`src/rtl/norm_shift_unit.sv`:
```
// norm_shift_unit
// ---------------------------------------------------------------------------
// Normalization shifter for a floating-point add/sub datapath. It takes the
// unnormalized significand and the leading-zero estimate from the LZA. It
// left-justifies the significand, corrects the LZA's possible one-bit
// underestimate, and adjusts the biased exponent to match.
//
// Pipeline (initiation interval 1, no stalls):
//   S1  capture operands and clamp the shift estimate to SWR-1
//   S2  coarse left shift by the estimate with its two LSBs cleared
//   S3  fine left shift by estimate[1:0], one-bit correction, exponent update
// A load in cycle N produces Valid_o in cycle N+3.
//
// Ports
//   clk            clock, rising edge
//   rst            synchronous active-high reset
//   FSM_load_i     one-cycle strobe that captures a new operand set
//   Shift_Value_i  left-shift estimate from the LZA          [EW]
//   Data_i         unnormalized significand                 [SWR]
//   Exp_i          biased exponent before normalization      [EW]
//   Data_o         normalized significand                   [SWR]
//   Exp_o          adjusted biased exponent                  [EW]
//   Zero_o         captured significand was zero
//   Underflow_o    adjusted exponent reached or crossed zero
//   Valid_o        one-cycle pulse; the result outputs were updated this cycle
// ---------------------------------------------------------------------------
module norm_shift_unit #(
  parameter int unsigned SWR = 26,
  parameter int unsigned EW  = 8
) (
  input  logic           clk,
  input  logic           rst,
  input  logic           FSM_load_i,
  input  logic [EW-1:0]  Shift_Value_i,
  input  logic [SWR-1:0] Data_i,
  input  logic [EW-1:0]  Exp_i,
  output logic [SWR-1:0] Data_o,
  output logic [EW-1:0]  Exp_o,
  output logic           Zero_o,
  output logic           Underflow_o,
  output logic           Valid_o
);

  // -------------------------------------------------------------------------
  // S1: capture
  // -------------------------------------------------------------------------
  logic [EW-1:0]  shift_clamp;

  logic           s1_valid_q;
  logic [SWR-1:0] s1_data_q;
  logic [EW-1:0]  s1_exp_q;
  logic [EW-1:0]  s1_shift_q;

  // The LZA estimate can exceed the significand width. Shifting past SWR-1
  // would push every bit out, so the estimate is limited here.
  always_comb begin
    shift_clamp = Shift_Value_i;
    if (32'(Shift_Value_i) > SWR - 1) begin
      shift_clamp = EW'(SWR - 1);
    end
  end

  always_ff @(posedge clk) begin
    if (rst) begin
      s1_valid_q <= 1'b0;
      s1_data_q  <= '0;
      s1_exp_q   <= '0;
      s1_shift_q <= '0;
    end else begin
      s1_valid_q <= FSM_load_i;
      if (FSM_load_i) begin
        s1_data_q  <= Data_i;
        s1_exp_q   <= Exp_i;
        s1_shift_q <= shift_clamp;
      end
    end
  end

  // -------------------------------------------------------------------------
  // S2: coarse shift (multiple of four)
  // -------------------------------------------------------------------------
  logic [EW-1:0]  coarse_amt;
  logic [SWR-1:0] coarse_data;

  logic           s2_valid_q;
  logic [SWR-1:0] s2_data_q;
  logic [EW-1:0]  s2_exp_q;
  logic [EW-1:0]  s2_shift_q;
  logic           s2_zero_q;

  always_comb begin
    coarse_amt  = {s1_shift_q[EW-1:2], 2'b00};
    coarse_data = s1_data_q << coarse_amt;
  end

  always_ff @(posedge clk) begin
    if (rst) begin
      s2_valid_q <= 1'b0;
      s2_data_q  <= '0;
      s2_exp_q   <= '0;
      s2_shift_q <= '0;
      s2_zero_q  <= 1'b0;
    end else begin
      s2_valid_q <= s1_valid_q;
      s2_data_q  <= coarse_data;
      s2_exp_q   <= s1_exp_q;
      s2_shift_q <= s1_shift_q;
      // Zero is judged on the captured operand and not on the shifted value.
      s2_zero_q  <= (s1_data_q == '0);
    end
  end

  // -------------------------------------------------------------------------
  // S3: fine shift, LZA correction, exponent adjustment
  // -------------------------------------------------------------------------
  logic [SWR-1:0]       fine_data;
  logic [SWR-1:0]       norm_data;
  logic                 corr;
  logic signed [EW:0]   exp_adj;
  logic                 exp_nonpos;

  logic [SWR-1:0]       data_d;
  logic [EW-1:0]        exp_d;
  logic                 zero_d;
  logic                 underflow_d;

  always_comb begin
    fine_data = s2_data_q << s2_shift_q[1:0];
    norm_data = fine_data;
    corr      = 1'b0;
    // The LZA may come up one position short. A nonzero result whose MSB is
    // still clear needs exactly one more shift.
    if ((fine_data != '0) && !fine_data[SWR-1]) begin
      norm_data = fine_data << 1;
      corr      = 1'b1;
    end

    // Signed EW+1-bit arithmetic so that borrowing below zero is visible.
    exp_adj    = $signed({1'b0, s2_exp_q}) - $signed({1'b0, s2_shift_q})
               - $signed({{EW{1'b0}}, corr});
    exp_nonpos = exp_adj[EW] || (exp_adj == '0);

    data_d      = norm_data;
    exp_d       = exp_adj[EW-1:0];
    zero_d      = 1'b0;
    underflow_d = 1'b0;

    if (s2_zero_q) begin
      data_d      = '0;
      exp_d       = '0;
      zero_d      = 1'b1;
      underflow_d = 1'b0;
    end else if (exp_nonpos) begin
      exp_d       = '0;
      underflow_d = 1'b1;
    end
  end

  // Result registers change only alongside the Valid_o pulse.
  always_ff @(posedge clk) begin
    if (rst) begin
      Valid_o     <= 1'b0;
      Data_o      <= '0;
      Exp_o       <= '0;
      Zero_o      <= 1'b0;
      Underflow_o <= 1'b0;
    end else begin
      Valid_o <= s2_valid_q;
      if (s2_valid_q) begin
        Data_o      <= data_d;
        Exp_o       <= exp_d;
        Zero_o      <= zero_d;
        Underflow_o <= underflow_d;
      end
    end
  end

endmodule

```
`config.mk`:
```
export PLATFORM = sky130hd
export DESIGN_NAME = norm_shift_unit
export DESIGN_NICKNAME = d
export VERILOG_FILES = /design/src/rtl/norm_shift_unit.sv
export SDC_FILE = /design/constraint.sdc
export NUM_CORES = 1
export LEC_CHECK = 0
export ABC_AREA = 1
export CORE_ASPECT_RATIO = 1.25
export CORE_MARGIN = 8
export CORE_UTILIZATION = 25
export CTS_BUF_LIST = sky130_fd_sc_hd__clkbuf_4 sky130_fd_sc_hd__clkbuf_8
export DETAILED_ROUTE_END_ITERATION = 10
export DONT_BUFFER_PORTS = 1
export PLACE_DENSITY = 0.49
export SLEW_MARGIN = 20
export SYNTH_ARGS = -nofsm -noshare
export SYNTH_HDL_FRONTEND = slang
export SYNTH_SLANG_ARGS = --single-unit
```
`constraint.sdc`:
```
create_clock -name clk -period 4.1 [get_ports clk]
set_clock_uncertainty 0.15 [all_clocks]
set_input_delay 0.82 -clock clk [delete_from_list [all_inputs] [get_ports clk]]
set_output_delay 0.82 -clock clk [all_outputs]
set_load 0.1 [all_outputs]
```
==> results of run 1 <==
[cell usage in the layout (no fill, tap or decap), drive strengths merged]
cell and instances:
a21oi 82, a31oi 4, a32o 1, buf 6, bufinv 2, clkbuf 18, clkinv 6, clkinvlp 3
dfxtp 124, fa 2, ha 14, inv 83, nand2 203, nand3 107, nand3b 2, nand4 4
nor2 82, nor3 13, nor4 4, o211ai 2, o21ai 66, o21bai 1, o22a 8, o22ai 7
o31ai 1, o32ai 1, xnor2 2, xor2 2
[sequential cells by signal, indices dropped and copies added (netlist names)]
name and count:
s1_exp_q 8, Exp_o 8, Underflow_o 1, s2_shift_q 8, s1_data_q 26, s2_zero_q 1
s2_valid_q 1, s1_valid_q 1, s1_shift_q 8, Valid_o 1, Zero_o 1, s2_data_q 26
s2_exp_q 8, Data_o 26
[Yosys cell counts (4+ instances only)]
master,instances
a21oi_1,82
a31oi_1,4
buf_2,5
buf_4,5
buf_6,7
clkbuf_1,30
dfxtp_1,124
ha_1,14
inv_1,74
nand2_1,197
nand2_2,4
nand3_1,105
nand4_1,4
nor2_1,80
nor3_1,13
nor4_1,4
o21ai_0,66
o22a_1,8
o22ai_1,7
[power by group through the flow]
stage               clock, mW  combinational [mW]  sequential (mW)
floorplan                   0               0.438             1.46
global placement            0               0.502             1.48
detailed placement          0               0.501             1.48
CTS                      1.15               0.503             1.45
global route             1.20               0.585             1.46
finish                   1.10               0.499             1.45
[cells by family after synthesis]
logic type               after synthesis  synth area share
XOR/XNOR                               4           0.00581
flip-flops                           124             0.412
AO/OA/AOI/OAI                        173             0.154
buffers and inverters                130            0.0965
adder cells (fa/ha/maj)               16            0.0357
AND/OR/NAND/NOR                      415             0.296
[cell type report]
cell class	count	area share
clock inverter	14	0.0242
timing repair buffer	6	0.00794
multi-input combinational	608	0.448
tap	325	0.0615
inverter	80	0.0465
clock buffer	18	0.0365
sequential	124	0.375
[per-stage QoR]
step                instance area (um2)   util  hold slack (ns)  cells
floorplan                          6030      -            0.238    862
global placement                   6200  0.262            0.252   1143
detailed placement                 6200  0.262            0.249   1143
CTS                                6610  0.278            0.260   1175
global route                       6620  0.279            0.265   1175
finish                             6620  0.279            0.258   1175
[layer usage]
metal  up-vias  track usage  share of wire
li1       2794            -              -
met1      2383        0.153           0.49
met2       114        0.178           0.45
met3        20       0.0268          0.048
met4         0       0.0431          0.016
met5         -            0              0
[worst max-delay path, stage by stage, from the launching register on]
cell and delay (ns):
dfxtp_1 0.42, buf_6 0.23, nand2_1 0.09, nand3_1 0.10
nand2_1 0.11, nand2_1 0.12, nor2_1 0.05, nand2_1 0.07
nor2_2 0.05, nand2_4 0.08, nand2_8 0.13, fa_1 0.53
inv_1 0.05, ha_1 0.17, o21ai_0 0.16, nand2_1 0.12
a21oi_1 0.19, inv_1 0.06, nand2_1 0.07, nand2_1 0.05
nor2_1 0.09, nand3_1 0.19, nand2_1 0.12, nand2_1 0.05
a21oi_1 0.12
[how the worst max path moves through the flow]
stage                                   startpoint                       end  slack [ns]  cells past startpoint
after detailed placement  s2_shift_q[0]$_SDFF_PP0_  Underflow_o$_SDFFE_PP0P_        0.40                     24
final                     s2_shift_q[0]$_SDFF_PP0_  Underflow_o$_SDFFE_PP0P_        0.46                     24
after floorplan           s2_shift_q[0]$_SDFF_PP0_     Exp_o[3]$_SDFFE_PP0P_        0.79                     23
after CTS                 s2_shift_q[0]$_SDFF_PP0_  Underflow_o$_SDFFE_PP0P_        0.38                     24
after global placement    s2_shift_q[1]$_SDFF_PP0_  Underflow_o$_SDFFE_PP0P_        0.47                     22
after global routing      s2_shift_q[0]$_SDFF_PP0_  Underflow_o$_SDFFE_PP0P_        0.01                     24
==> results.py, run 1 <==
metrics = {
    "global_routing": {
        "gr-usage-all-layers": 0.115,
        "antenna_found_initial": 0,
        "grt.overflow.total": 0,
        "grt_pass1_vias": 5077,
        "grt_first_pass_wirelength_um": 27300,
        "grt_max_degree": 61,
    },
    "finish": {
        "diodes": 0,
        "multi_input_area_um2": 2970,
        "seqCellArea_um2": 2480,
        "drive_gt1_frac": 0.0612,
        "fin_nets": 898,
        "area_growth_pct": 9.78,
        "n_fill_cell": 2668,
    },
    "worst_hold_path": {
        "whs_path_depth": 2,
        "hold-path-endpoint": "s2_valid_q$_SDFF_PP0_",
        "worstHoldStart": "s1_valid_q$_SDFF_PP0_",
        "worstHoldPathType": "flop to flop",
    },
    "detailed_routing": {
        "ant_nets": 0,
        "num_vias": 5311,
        "dr.pass1.iters": 5,
        "wl_um": 16300,
        "initialDrtViolationCount": 361,
        "drc_errors": 0,
        "via_per_inst": 4.52,
        "wl_per_cell_um": 13.9,
    },
    "synth": {
        "yosys_register_bits": 124,
        "synth-warning-count": 0,
        "synth-edff-count": 0,
        "synth_ff_type": "dfxtp_1",
        "synthTopCellsByArea": "dfxtp_1 41%, nand2_1 12%, nand3_1 8.7%, a21oi_1 6.8%, o21ai_0 5.5%",
        "ys_seq_area_frac": 0.412,
        "syn_area_um2": 6030,
        "syn_avg_cell_area_um2": 6.99,
        "yosysTopAreaCell": "dfxtp_1",
        "synth_nets": 923,
        "ys_types": 37,
        "async_reset_ff_frac": 0,
        "synth_cells": 862,
        "synth_top_area_frac": 0.412,
    },
    "sta": {
        "tns_ns": 0,
        "fmax_ghz": 0.275,
        "finalCritPeriodShare": 0.887,
        "setup_viol": 0,
        "hold_viol": 0,
        "slew_headroom": 0.327,
        "final_max_slew_viol_count": 0,
        "setup_ws_ns": 0.462,
        "rsz0062_at_grt": "false",
        "finalCriticalPeriod_ns": 3.64,
        "worstMarginPinSlew_ns": 1.01,
    },
    "cts": {
        "clockRootBuffer": "clkbuf_8",
        "hold_buffers": 0,
        "cts_tree": "yes",
        "clk_pin_slew_worst_paths_ns": 0.08,
        "post_cts_buffers": 0,
        "clk_latency_ns": 0.45,
        "cts.sinks": 124,
        "clockBufferDepth": 2,
        "cts.htree.levels": 4,
        "cts-resized-gates": 0,
        "cts_buffers": 17,
    },
    "job": {
        "drv_cap": 0,
    },
    "setup_path": {
        "reg2reg_depth": 24,
        "startpoint_type": "flop",
        "critPathCaptureType": "flop",
        "rr_endpoint": "Underflow_o$_SDFFE_PP0P_",
        "path_max_fanout": 26,
        "r2r_slack_ns": 0.46,
        "worst_ep_required_time_ns": 4.33,
        "rr_startpoint": "s2_shift_q[0]$_SDFF_PP0_",
        "arrival_ns": 3.87,
        "criticalPathCategory": "flop to flop",
    },
    "pwr": {
        "p_sw_frac": 0.341,
        "p_per_area_nw_per_um2": 460,
        "seqPwrFrac": 0.475,
        "p_sw_mw": 1.04,
        "worst_ir_drop_vdd_mv": 0.195,
        "p_int_mw": 2.01,
        "p_leak_nw": 2.73,
        "power_frac_comb": 0.164,
        "p_total_mw": 3.05,
        "clkPwrFrac": 0.361,
    },
    "floorplan": {
        "die_h_um": 190,
        "die_area_um2": 29400,
        "core_area_um2": 23700,
        "die_w_um": 155,
        "row_count": 63,
        "start_util": 0.254,
        "ios": 82,
    },
    "placement": {
        "gp_congestion": 0.806,
        "hpwlAfterDp_um": 12300,
        "port_buffers": 0,
        "dp_slack_ns": 0.398,
    },
    "outcome": {
        "status": "complete, no violations",
    },
}
No activity file was read; power rests on OpenSTA's default activity.
==> run 2: changes to the inputs <==
RECOVER_POWER = 25   (was default)
==> run 2 against run 1 <==
Effect of this change:
- sequential share of layout area is the same
- register-to-register slack is essentially flat
- non-clock buffer count is the same
- sequential power is essentially flat
- fmax grew 0.11%
- critical path depth is the same
- die area is the same
- via count grew 0.47%
- setup slack gained 0.0042 ns
- flip-flop and latch count is the same
- largest power group unchanged
- highest routed layer unchanged
==> results.py, run 2 (synthesized netlist as in run 1, its figures left out) <==
metrics = {
    "outcome": {
        "status": "complete, no violations",
    },
    "floorplan": {
        "ios": 82,
        "start_util": 0.254,
        "die_area_um2": 29400,
        "row_count": 63,
        "core_area_um2": 23700,
        "die_w_um": 155,
        "die_h_um": 190,
    },
    "finish": {
        "n_fill_cell": 2668,
        "final_common_cell": "nand2_1",
        "multi_input_area_um2": 2970,
        "area_growth_pct": 9.78,
        "diodes": 0,
        "reg_top3": "Data_o x26, s1_data_q x26, s2_data_q x26",
        "seqCellArea_um2": 2480,
        "final_cell_mix": "197 x nand2_1, 124 x dfxtp_1, 105 x nand3_1",
        "drive_gt1_frac": 0.0600,
        "fin_nets": 898,
    },
    "setup_path": {
        "r2r_slack_ns": 0.47,
        "worst_ep_required_time_ns": 4.33,
        "critPathTopFamily": "simple AND/OR/NAND/NOR gates",
        "path_max_fanout": 26,
        "max_stage_delay_ns": 0.53,
        "critPathCaptureType": "flop",
        "arrival_ns": 3.86,
        "crit_path_start": "s2_shift_q[0]$_SDFF_PP0_",
        "crit_top_cell": "nand2_1",
        "criticalPathCategory": "flop to flop",
        "critical_path.slowest_cell": "fa_1",
        "worstPathCellList": "buf_6, nand2_1, nand3_1, nand2_1, nand2_1, nor2_1, nand2_1, nor2_2, nand2_4, nand2_8, fa_1, inv_1, ha_1, o21ai_0, nand2_1, a21oi_1, inv_1, nand2_1, nand2_1, nor2_1, nand3_1, nand2_1, nand2_1, a21oi_1",
        "crit_buf_inv": 3,
        "rr_startpoint": "s2_shift_q[0]$_SDFF_PP0_",
        "startpoint_type": "flop",
    },
    "global_routing": {
        "grt_pass1_vias": 5077,
        "grt_first_pass_wirelength_um": 27300,
        "grt.overflow.total": 0,
        "antenna_found_initial": 0,
        "gr-usage-all-layers": 0.115,
        "grt_max_degree": 61,
    },
    "sta": {
        "worstMarginPinSlew_ns": 1.10,
        "setup_viol": 0,
        "rsz0062_at_grt": "false",
        "slew_headroom": 0.264,
        "hold_viol": 0,
        "setup_ws_ns": 0.466,
        "finalCriticalPeriod_ns": 3.63,
        "tns_ns": 0,
        "fmax_ghz": 0.275,
        "finalCritPeriodShare": 0.886,
        "final_max_slew_viol_count": 0,
    },
    "detailed_routing": {
        "wl_per_cell_um": 13.9,
        "via_per_inst": 4.54,
        "ant_nets": 0,
        "dr.pass1.iters": 5,
        "wl_um": 16400,
        "num_vias": 5336,
        "drc_errors": 0,
        "initialDrtViolationCount": 360,
    },
    "cts": {
        "cts_tree": "yes",
        "clockBufferDepth": 2,
        "post_cts_buffers": 0,
        "clk_pin_slew_worst_paths_ns": 0.08,
        "clockRootBuffer": "clkbuf_8",
        "cts.sinks": 124,
        "cts.htree.levels": 4,
        "clk_latency_ns": 0.45,
        "cts_buffers": 17,
    },
    "pwr": {
        "seqPwrFrac": 0.475,
        "p_int_mw": 2.01,
        "clkPwrFrac": 0.362,
        "p_per_area_nw_per_um2": 461,
        "p_sw_frac": 0.341,
        "worst_ir_drop_vdd_mv": 0.195,
        "power_frac_comb": 0.164,
        "p_leak_nw": 2.73,
        "p_sw_mw": 1.04,
    },
    "placement": {
        "gp_congestion": 0.806,
        "dp_slack_ns": 0.398,
        "port_buffers": 0,
        "hpwlAfterDp_um": 12300,
    },
    "job": {
        "drv_cap": 0,
    },
    "worst_hold_path": {
        "worstHoldPathType": "flop to flop",
        "worstHoldStart": "s1_valid_q$_SDFF_PP0_",
    },
}
## run 2: cell types whose count changed in the layout (fill, tap and decap cells not counted)
cell	delta
inv_1	+1
inv_2	-1
## run 2: power by group through the flow
stage          registers [mW]  clock network [mW]  logic, mW
6_report                 1.45                1.10      0.499
5_1_grt                  1.46                1.20      0.585
4_1_cts                  1.45                1.15      0.503
3_5_place_dp             1.48                   0      0.501
3_3_place_gp             1.48                   0      0.502
2_1_floorplan            1.46                   0      0.438
## run 2: worst paths after layout
check | end | cells after the start
setup / recovery | Underflow_o$_SDFFE_PP0P_ | 24
hold / removal | s2_valid_q$_SDFF_PP0_ | 2
setup reg to reg | Underflow_o$_SDFFE_PP0P_ | 24
hold reg to reg | s2_valid_q$_SDFF_PP0_ | 2
## run 2: area by class of cell
type                            count  area share
Sequential cell                   124       0.375
Multi-Input combinational cell    608       0.448
Inverter                           80      0.0465
Timing Repair Buffer                6     0.00794
Clock inverter                     14      0.0242
Clock buffer                       18      0.0365
Tap cell                          325      0.0615
## run 2: layer usage
metal / part of all wire / track usage / vias up
met5: 0 / 0 / -
met2: 0.45 / 0.178 / 123
li1: - / - / 2795
met4: 0.016 / 0.0431 / 0
met1: 0.49 / 0.153 / 2398
met3: 0.050 / 0.0268 / 20
## run 2: through the flow
step	utilization	hold WS [ns]	instances	instance area [um2]	power, mW
6_report	0.279	0.258	1175	6620	3.05
5_1_grt	0.279	0.265	1175	6620	3.24
4_1_cts	0.278	0.260	1175	6610	3.10
3_5_place_dp	0.262	0.249	1143	6200	1.98
3_3_place_gp	0.262	0.252	1143	6200	1.98
2_1_floorplan	-	0.238	862	6030	1.89
## run 2: repair_timing
item                       CTS  global route
setup endpoints to repair    0             4
hold buffers                 0             0
resized for setup            0             4
## run 2: worst min-delay path: cells and delay by family, from the launching register on
family                 cells  cell delay [ns]
AND/OR/NAND/NOR            1             0.03
buffers and inverters      1             0.04
flip-flops                 1             0.30
